`src/rtl/down_counter_ctrl.sv`:
```
// Upstream controller for the 8-bit down_counter: prescaled enable generation,
// stop-value monitoring and a one-cycle completion pulse.
module down_counter_ctrl #(
    parameter int WIDTH = 8,
    parameter int PRE_W = 8
) (
    input  logic             clk,
    input  logic             reset,
    input  logic             start,
    input  logic             abort,
    input  logic             hold,
    input  logic [PRE_W-1:0] prescale,
    input  logic [WIDTH-1:0] stop_value,
    input  logic [WIDTH-1:0] count,
    output logic             enable,
    output logic             busy,
    output logic             done,
    output logic [WIDTH-1:0] tick_cnt
);

    typedef enum logic [1:0] {
        IDLE,
        RUN,
        HOLD,
        DONE
    } state_t;

    state_t           state;
    logic [PRE_W-1:0] pre_cnt;
    logic [PRE_W-1:0] prescale_latched;
    logic [WIDTH-1:0] stop_latched;
    logic             at_stop;
    logic             pre_wrap;

    assign at_stop  = (count == stop_latched);
    assign pre_wrap = (pre_cnt == prescale_latched);

    // NOTE: enable is combinational so the counter decrements on the same edge
    // that the prescaler wraps; gating with abort/hold/at_stop prevents overshoot.
    assign enable = (state == RUN) && pre_wrap && !at_stop && !abort && !hold;

    always_ff @(posedge clk or posedge reset) begin
        if (reset) begin
            state            <= IDLE;
            pre_cnt          <= '0;
            prescale_latched <= '0;
            stop_latched     <= '0;
            tick_cnt         <= '0;
            busy             <= 1'b0;
            done             <= 1'b0;
        end else begin
            case (state)
                IDLE: begin
                    if (start) begin
                        prescale_latched <= prescale;
                        stop_latched     <= stop_value;
                        pre_cnt          <= '0;
                        tick_cnt         <= '0;
                        busy             <= 1'b1;
                        state            <= RUN;
                    end
                end
                RUN: begin
                    if (abort) begin
                        busy  <= 1'b0;
                        state <= IDLE;
                    end else if (at_stop) begin
                        busy  <= 1'b0;
                        done  <= 1'b1;
                        state <= DONE;
                    end else if (hold) begin
                        state <= HOLD;
                    end else begin
                        pre_cnt <= pre_wrap ? '0 : pre_cnt + 1'b1;
                        // tick_cnt saturates rather than wrapping
                        if (enable && (tick_cnt != '1)) begin
                            tick_cnt <= tick_cnt + 1'b1;
                        end
                    end
                end
                HOLD: begin
                    if (abort) begin
                        busy  <= 1'b0;
                        state <= IDLE;
                    end else if (!hold) begin
                        state <= RUN;
                    end
                end
                DONE: begin
                    done  <= 1'b0;
                    state <= IDLE;
                end
                default: begin
                    busy  <= 1'b0;
                    done  <= 1'b0;
                    state <= IDLE;
                end
            endcase
        end
    end

endmodule

```
`config.mk`:
```
export PLATFORM = sky130hd
export DESIGN_NAME = down_counter_ctrl
export DESIGN_NICKNAME = d
export VERILOG_FILES = /design/src/rtl/down_counter_ctrl.sv
export SDC_FILE = /design/constraint.sdc
export NUM_CORES = 1
export LEC_CHECK = 0
export ABC_AREA = 1
export CORE_MARGIN = 1.5
export CORE_UTILIZATION = 53
export CTS_CLUSTER_DIAMETER = 30
export DETAILED_ROUTE_END_ITERATION = 12
export GPL_ROUTABILITY_DRIVEN = 0
export PLACE_DENSITY = 0.8
export SLEW_MARGIN = 0
export SYNTH_ARGS = -nofsm -noshare
export SYNTH_HDL_FRONTEND = slang
export SYNTH_SLANG_ARGS = --single-unit
export TNS_END_PERCENT = 30
```
`constraint.sdc`:
```
create_clock -name clk -period 1.9 [get_ports clk]
set_input_delay 0.38 -clock clk [delete_from_list [all_inputs] [get_ports clk]]
set_output_delay 0.38 -clock clk [all_outputs]
set_load 0.005 [all_outputs]
```
==> metrics.txt <==
via count 2118; die width between 60 and 70 µm; fin util between 70 and 80%; Synth cell types 32; # port buffers 39; placed insts ~400; Mapped Cells around 280; total grt overflow 0; Reg2Reg Setup Slack around 0.070 ns; CP Capture Type primary output; Pwr Total around 4.4 mW; Core ar. about 4100 µm²; IO Count 40; share of cells above drive strength 1 between 20% and 30%; number of cell rows 23; data required time at the worst endpoint 1.52 ns; Initial Util between 50 and 60%; FF-to-FF Start state[1]; Die Span Y approximately 69 µm; largest net degree at the start of global routing 37; Layout area overhead 40.4%; Tmin final about 2 ns; Worst Setup SP state[1]; Post-DP Area roughly 3000 µm²; CP max stage delay ~0.39 ns; worst-skew pair later-pin latency about 0.3 ns; antenna violations before repair 0; Power Density 1370 nW/µm²; crit path to enable; Root Buffer clkbuf_8; design area around 3200 µm²; Cell Chain, Critical Path inv_2 > ha_4 > inv_4 > nor2_4 > inv_2 > nor2_4 > nand2_2 > nor3_4 > buf_2; final WL 5190 µm; drt drc 0; crit share post-route 104%; Post-Syn Nets 319; Clock Skew 0.00531 ns; Syn Area/Cell around 8.1 µm²; Slew Limit Fails 0; Max VDD drop a little over 0.7 mV; final worst slack -0.0845 ns; Clock Tree Buf Depth 2; Clock transition at path regs 0.07 ns; fmax between 500 and 600 MHz; wire per inst approximately 12 µm; slowest CP cell dfrtp_1; Leakage between 1.5 and 2 nW; max-cap violation count 0; H-Tree Depth 2; first-pass GRT wire length 8460 µm; Hold Fails Final Rpt 0; CP Max Fanout 2; Worst-Margin Slew ~0.47 ns; Arr. time, crit path around 1.6 ns; failing checks negative setup slack; Worst Path Buf+Inv 4; die area 4710 µm²; RSZ-0062 raised after global routing yes; RR Endpoint tick_cnt[6]; All-Layer GR Usage about a quarter; cell family with most CP delay simple AND/OR/NAND/NOR gates; # clock sinks 36; Final #Nets 405; Pre-Repair DR Iteration Count 4; Reg2Reg Depth 11; sequential area share after synthesis around two fifths; Setup TNS Final -0.0845 ns; number of global-route vias before repair 2041; final setup fails 1; antenna diode instance count 0; Hold Slack roughly 0.5 ns; synthesized cell area 2280 µm²; final non-filler cell total 420; CP startpoint kind flip-flop; YS warnings 0; total CTS buffers 5; CTS tree built; status finished, violations left; #FFs+latches synth 36; DRT iter0 DRCs 109; Crit path depth 9; HP Class in2async; Detailed Place HPWL 3660 µm; Max-Slew Margin vs Limit between 60% and 70%; DP Worst Slack -0.690 ns; vias per cell between 5 and 6; Crit Path Category reg2out; Final ANT Viol Nets 0
==> synth_stat cells <==
master	instances	share of area, %
nand2_4	3	1.5
ha_1	7	3.8
a21oi_1	12	2.6
nor3_1	3	0.66
dfrtp_1	36	39
nor4_1	5	1.4
o21ai_2	8	3.1
xor2_1	9	3.5
nand4_1	1	0.27
a21oi_4	2	1.4
mux2_2	10	4.9
nand2_2	5	1.4
nor2_1	37	6.1
buf_4	1	0.33
buf_1	2	0.33
inv_2	5	0.82
inv_4	1	0.27
nand4_4	1	0.93
nor2_8	1	0.88
nor2_2	1	0.27
clkinv_1	1	0.16
inv_1	36	5.9
o211ai_1	1	0.33
nand3_2	1	0.44
nand2_1	61	10
buf_6	2	0.99
o21a_1	1	0.33
nor3_2	1	0.44
nor2_4	3	1.5
xnor2_1	2	0.77
nand3_1	16	3.5
o21ai_0	8	1.8
==> worst min-delay path by stage <==
stage | startpoint | endpoint | slack (ns) | cells past startpoint
finish | reset | stop_latched[3] | 0.49 | 3
global route | tick_cnt[3] | tick_cnt[3] | 0.52 | 2
CTS | reset | pre_cnt[0] | 0.50 | 3
detailed placement | tick_cnt[3] | tick_cnt[3] | 0.49 | 2
global placement | tick_cnt[3] | tick_cnt[3] | 0.48 | 2
floorplan | busy | busy | 0.48 | 2
==> report_power, final <==
part / switching (mW) / total, mW / internal, mW
logic: 1.27 / 2.46 / 1.19
registers: 0.198 / 1.24 / 1.04
clock network: 0.291 / 0.679 / 0.388
==> kinds of logic after synthesis <==
logic type,Yosys count,synth area share [%]
buffers and inverters,48,8.82
multiplexers,10,4.93
AND/OR/NAND/NOR,139,29.2
AO/OA/AOI/OAI,32,9.53
flip-flops,36,39.5
XOR/XNOR,11,4.22
adder cells (fa/ha/maj),7,3.84
==> layout by cell type (no fill, tap or decap), types with 2 or more instances in the layout <==
cell / count
nand2_2: 7
o21ai_2: 8
nor2_2: 4
ha_1: 6
nand3_1: 15
o21ai_0: 8
mux2_2: 10
xor2_1: 9
a21oi_4: 2
nor4_1: 5
dfrtp_1: 36
nor2_1: 33
nand2_4: 3
inv_1: 34
inv_2: 7
a21oi_1: 12
clkbuf_8: 5
clkdlybuf4s50_1: 30
xnor2_1: 2
nor3_1: 2
nor2_4: 4
dlygate4sd2_1: 8
nand2_1: 59
buf_4: 43
==> layout make-up <==
class	count	area [µm²]
clock buffers	5	68.8
clock inverters	3	42.5
fillers	266	852
inverters	43	164
multi-input cells	199	1240
flip-flops and latches	36	901
well taps	50	62.6
repair buffers	84	729
==> routing by layer <==
metal / up-vias / GRT usage, % / routed length, µm
met3: 11 / 6.98 / 205
met5: - / 0 / 0
met4: 0 / 9.75 / 127
met1: 989 / 27.2 / 2120
li1: 1064 / - / -
met2: 54 / 43.8 / 2740
==> what timing repair did <==
| item | in CTS | in global routing |
|---|---|---|
| resized for setup | 20 | 8 |
| hold buffers | 0 | 0 |
| endpoints found under the setup margin | 1 | 14 |
| pin swaps | 6 | 6 |
| buffers inserted | 7 | 2 |
==> sequential cells by signal, summed over array words and instances (netlist names) <==
register / flops
pre_cnt: 8
prescale_latched: 8
stop_latched: 8
tick_cnt: 8
state: 2
busy: 1
done: 1
==> tightest hold or removal path, cell delays in order <==
cell	delay [ns]
clkdlybuf4s50_1	0.39
inv_1	0.05
buf_4	0.40
(Power assumes the default switching activity.)
